<file path="src/rtl/status_tx_pkg.sv">
// status_tx_pkg: ASCII constants, FSM encoding and line layout shared by the status reporter
package status_tx_pkg;
  localparam logic [7:0] CH_F = 8'h46;
  localparam logic [7:0] CH_A = 8'h41;
  localparam logic [7:0] CH_P = 8'h50;
  localparam logic [7:0] CH_EQ = 8'h3D;
  localparam logic [7:0] CH_SP = 8'h20;
  localparam logic [7:0] CH_CR = 8'h0D;
  localparam logic [7:0] CH_LF = 8'h0A;
  localparam logic [7:0] CH_0 = 8'h30;
  localparam int LINE_LEN_CRLF = 18;
  localparam int LINE_LEN_LF = 17;
  typedef enum logic [2:0] {IDLE, SNAP, CONV_F, CONV_P, SEND} state_t;
  function automatic logic [7:0] digit(input logic [3:0] d);
    return CH_0 + {4'b0, d};
  endfunction
  function automatic logic [7:0] line_byte(input logic [4:0] i, input logic [15:0] f, input logic [2:0] a,
                                           input logic [11:0] p, input logic crlf);
    case (i)
      5'd0: return CH_F;
      5'd1: return CH_EQ;
      5'd2: return digit(f[15:12]);
      5'd3: return digit(f[11:8]);
      5'd4: return digit(f[7:4]);
      5'd5: return digit(f[3:0]);
      5'd6: return CH_SP;
      5'd7: return CH_A;
      5'd8: return CH_EQ;
      5'd9: return digit({1'b0, a});
      5'd10: return CH_SP;
      5'd11: return CH_P;
      5'd12: return CH_EQ;
      5'd13: return digit(p[11:8]);
      5'd14: return digit(p[7:4]);
      5'd15: return digit(p[3:0]);
      5'd16: return crlf ? CH_CR : CH_LF;
      default: return CH_LF;
    endcase
  endfunction
endpackage

</file>
<file path="src/rtl/status_tx_bin2bcd.sv">
// bin2bcd: sequential double-dabble of a 12-bit value into four BCD digits, 13-cycle latency
module bin2bcd (
  input  logic        clk,
  input  logic        rst,
  input  logic        start,
  input  logic [11:0] bin,
  output logic [15:0] bcd,
  output logic        done
);
  logic [27:0] sh;
  logic [26:0] adj;
  logic [3:0] cnt;
  logic run;
  always_comb begin
    adj = sh[26:0];
    for (int i = 0; i < 3; i++)
      adj[12+4*i +: 4] = sh[12+4*i +: 4] >= 4'd5 ? sh[12+4*i +: 4] + 4'd3 : sh[12+4*i +: 4];
  end
  always_ff @(posedge clk)
    if (rst) begin
      sh <= '0;
      cnt <= '0;
      run <= 1'b0;
      done <= 1'b0;
    end else begin
      done <= run && cnt == 4'd1;
      if (run) begin
        sh <= {adj, 1'b0};
        cnt <= cnt - 4'd1;
        run <= cnt != 4'd1;
      end else if (start) begin
        sh <= {16'b0, bin};
        cnt <= 4'd12;
        run <= 1'b1;
      end
    end
  assign bcd = sh[27:12];
endmodule

</file>
<file path="src/rtl/status_tx.sv">
// status_tx: snapshots freq/amp/phase and streams them as an ASCII status line over valid/ready
module status_tx
  import status_tx_pkg::*;
#(
  parameter bit AUTO_REPORT = 1'b1,
  parameter bit EOL_CRLF = 1'b1
) (
  input  logic        clk,
  input  logic        rst,
  input  logic [11:0] state_freq,
  input  logic [2:0]  state_amp,
  input  logic [7:0]  state_phase,
  input  logic        report_req,
  output logic [7:0]  tx_data,
  output logic        tx_valid,
  input  logic        tx_ready,
  output logic        busy
);
  localparam logic [4:0] LAST = EOL_CRLF ? 5'(LINE_LEN_CRLF - 1) : 5'(LINE_LEN_LF - 1);
  state_t state, nxt;
  logic [11:0] last_f, p_bcd;
  logic [2:0] last_a;
  logic [7:0] last_p;
  logic [15:0] f_bcd, bcd;
  logic [4:0] idx;
  logic pending, done, trig, fin;
  assign trig = report_req || (AUTO_REPORT && {state_freq, state_amp, state_phase} != {last_f, last_a, last_p});
  assign fin = state == SEND && tx_ready && idx == LAST;
  bin2bcd u_bcd (
    .clk(clk),
    .rst(rst),
    .start(state == SNAP || (state == CONV_F && done)),
    .bin(state == SNAP ? state_freq : {4'b0, last_p}),
    .bcd(bcd),
    .done(done)
  );
  always_ff @(posedge clk)
    state <= rst ? IDLE : nxt;
  always_comb begin
    nxt = state;
    case (state)
      IDLE: nxt = trig ? SNAP : IDLE;
      SNAP: nxt = CONV_F;
      CONV_F: nxt = done ? CONV_P : CONV_F;
      CONV_P: nxt = done ? SEND : CONV_P;
      SEND: nxt = fin ? (pending || trig ? SNAP : IDLE) : SEND;
      default: nxt = IDLE;
    endcase
  end
  always_ff @(posedge clk)
    if (rst) begin
      last_f <= '0;
      last_a <= '0;
      last_p <= '0;
      f_bcd <= '0;
      p_bcd <= '0;
      idx <= '0;
      pending <= 1'b0;
      busy <= 1'b0;
    end else begin
      if (state == SNAP) {last_f, last_a, last_p} <= {state_freq, state_amp, state_phase};
      if (state == CONV_F && done) f_bcd <= bcd;
      if (state == CONV_P && done) p_bcd <= bcd[11:0];
      idx <= state != SEND ? '0 : idx + {4'b0, tx_ready};
      pending <= nxt == SNAP ? 1'b0 : (trig && state inside {CONV_F, CONV_P, SEND}) ? 1'b1 : pending;
      busy <= state != IDLE && nxt != IDLE;
    end
  always_comb begin
    tx_valid = state == SEND;
    tx_data = tx_valid ? line_byte(idx, f_bcd, last_a, p_bcd, EOL_CRLF) : 8'h00;
  end
endmodule

</file>
<file path="config.mk">
export PLATFORM = sky130hd
export DESIGN_NAME = status_tx
export DESIGN_NICKNAME = d
export VERILOG_FILES = /design/src/rtl/status_tx_pkg.sv /design/src/rtl/status_tx_bin2bcd.sv /design/src/rtl/status_tx.sv
export SDC_FILE = /design/constraint.sdc
export NUM_CORES = 1
export LEC_CHECK = 0
export ABC_CLOCK_PERIOD_IN_PS = 2200
export CORE_UTILIZATION = 25
export CTS_BUF_LIST = sky130_fd_sc_hd__clkbuf_8 sky130_fd_sc_hd__clkbuf_16
export DETAILED_ROUTE_END_ITERATION = 10
export SETUP_SLACK_MARGIN = 0.1
export SYNTH_ARGS = -nofsm -noshare
export SYNTH_HDL_FRONTEND = slang
export SYNTH_SLANG_ARGS = --single-unit
</file>
<file path="constraint.sdc">
create_clock -name clk -period 2.2 [get_ports clk]
set_clock_uncertainty 0.2 [all_clocks]
set_input_delay 0.44 -clock clk [delete_from_list [all_inputs] [get_ports clk]]
set_output_delay 0.44 -clock clk [all_outputs]
set_load 0.05 [all_outputs]
</file>
==> metrics <==
vias in the first global route=4015; Cell variety after synth=63; Hold Startpoint=f_bcd[10]; FFs w/ async S/R, synth=0%; FMAX=0.394 GHz; RR Startpoint=idx[1]; RR Endpoint=state[0]; Worst-path clk slew=0.07 ns; final instance area=0.00621 mm²; post-synthesis sequential area ratio=40.5%; io pins=37; EDFF count, synth=0; Core ar.=0.0181 mm²; filler cell count=1912; main combinational cell family by area after synthesis=simple AND/OR/NAND/NOR gates; maxcap violations=0; critical-path maximum fanout=13; Die W=139 µm; vias per cell=4.72; clk buf depth=2; crit path capture type=output port; Placer Congestion=0.810; simple logic cell fraction of the synthesized area=22.8%; cts bufs inserted=9; first-pass GRT wire length=19900 µm; initial antenna violation count=0; CTS H-tree lvls=3; path type of the worst min-delay path=reg -> reg; Mapped Nets=618; Rows=49; final hold violation count=0; worst-margin pin slew=0.514 ns; Sum Neg Setup Slack=-1.59 ns; multi-input logic area=0.00276 mm²; HPWL after detailed placement=8480 µm; share of cells above drive strength 1=18.7%; most common cell after layout, fill and taps aside=nand2_1; number of cells on the worst reg-to-reg path=7; RSZ-0062 raised after global routing=true; Vias=4110; flops & latches, synth=95; pre-CTS WS=-0.216 ns; reg-to-reg setup timing slack=0.36 ns; # diodes=0; antenna viol nets, final=0; grt ovf=0; Finished Core Util=34.2%; Post-Synth Adder-Cell Area=2.67%; status=finished with violations; DRT iter0 DRCs=158; Tot Pwr=3.99 mW; Critical Path End=tx_data[1]; layout net count=674; DIE AREA=0.0193 mm²; CP Launch Point=idx[1]; required time of the critical path=1.56 ns; Avg Synthesized Cell Area=8.07 µm²; hold buffer count at CTS=0; Final Setup Violations=7; cell count after synthesis=581; Post-Layout Cell Count=871; Worst-Skew Late Latency=0.35 ns; Root Buffer=clkbuf_16; placed inst area=0.00576 mm²; largest net degree at the start of global routing=33; TritonCTS clock tree=done; multiplexer share of the synthesized area=1.95%; Peak VDD IR=0.374 mV; WS Path Type=reg -> out; WL final=11800 µm; most frequent cells in the layout=nand2_1 (122), dfxtp_1 (90), a21oi_1 (76); Residual DRC=0; WP data arrival=1.90 ns; Overall Global Routing Usage=12.7%; Slew Viols, Final=0; Final min period=2.54 ns; final worst-path cycle share=115%; Synth Warn #=0; PortBufs=35; area delta synth->final=32.4%; chip height=139 µm; Rel. slew slack=65.9%; Startpoint Class=flip-flop; Pwr Density=643 mW/mm²; commonest register cell after synthesis=dfxtp_1; WL per Instance=13.5 µm; Synth Area in Compound Gates=20.9%; synthesized cell area=0.00469 mm²; FF/Latch Area=0.00191 mm²; # clock sinks=95; setup slack after layout=-0.339 ns; placed cells=851; DRT Pass-1 Iters=6; Hold Slack=0.257 ns; failing checks=negative setup slack; XOR/XNOR share of the synthesized area=5.60%; P_leak=2.23 nW; starting density of the core=25.8%
-- timing repair --
action | 4_1_cts | 5_1_grt
pin swaps | 7 | 9
hold endpoints to repair | 0 | 0
resized for setup | 17 | 13
buffers inserted | 1 | 3
setup endpoints to repair | 8 | 9
-- cell type report --
| cell class | count | area share, % |
|---|---|---|
| Clock buffer | 11 | 4.07 |
| Clock inverter | 5 | 0.927 |
| Multi-Input combinational cell | 432 | 44.4 |
| Tap cell | 229 | 4.61 |
| Inverter | 13 | 0.786 |
| Timing Repair Buffer | 86 | 14.4 |
| Sequential cell | 95 | 30.8 |
-- cells in the mapped netlist, types with 3 or more instances --
library cell  instances  share of area, %
nand2_1             124               9.9
dfxtp_1              95                41
a21oi_1              78               8.3
nor2_1               35               2.8
xor2_1               25               4.7
clkbuf_1             18               1.4
a22oi_1              16               2.6
buf_2                16               1.7
inv_1                13               1.0
o21ai_0              12               1.3
nand2b_1             11               1.5
ha_1                 10               2.7
nand3_1               9              0.96
mux2i_1               8               1.7
nor3b_1               8               1.3
a2bb2oi_1             7               1.3
nor3_1                7              0.75
nor2b_1               6              0.80
nor4_1                6              0.80
a221oi_1              5              0.93
a31oi_1               5              0.67
buf_4                 5              0.80
xnor2_1               5              0.93
a21boi_0              4              0.64
a21boi_1              3              0.48
a22o_1                3              0.56
o21ai_1               3              0.32
-- per-layer routing --
metal	part of all wire [%]	track usage (%)	vias to the layer above
met4	1.1	3.68	0
li1	-	-	2121
met5	0	0	-
met2	45	20.4	68
met3	3.4	3.11	11
met1	51	16.9	1910
-- sequential cells by signal (all words and copies together) (netlist names), 4 cells and up --
| register | flops |
|---|---|
| u_bcd.sh | 28 |
| f_bcd | 16 |
| last_f | 12 |
| p_bcd | 12 |
| last_p | 8 |
| idx | 5 |
| u_bcd.cnt | 4 |
-- where the power goes --
group | internal (mW) | total, mW | switching, mW
clock | 0.941 | 1.63 | 0.684
sequential | 1.79 | 1.86 | 0.0659
combinational | 0.221 | 0.509 | 0.287
total | 2.96 | 3.99 | 1.04
-- worst max-delay path, cell delays in order, from the launching register on --
cell	delay, ns
dfxtp_2	0.33
buf_12	0.14
nor3b_4	0.19
a31oi_2	0.07
o32ai_2	0.26
nand2_1	0.13
a41oi_4	0.26
buf_12	0.16
-- kinds of logic after synthesis --
family,count (synthesis)
other,1
muxes,9
adders and majority gates,10
DFF,95
xor gates and xnor gates,30
AOI/OAI and AO/OA,156
and+or+nand+nor,226
buffers and inverters,54
-- worst min-delay path by stage --
stage	endpoint	slack, ns	depth (start not counted)
after global routing	f_bcd[15]	0.28	2
final	f_bcd[10]	0.26	2
after floorplan	f_bcd[1]	0.23	2
after CTS	f_bcd[3]	0.26	2
after global placement	f_bcd[1]	0.24	2
after detailed placement	f_bcd[1]	0.25	2
Power figures use the tool's default switching activity.
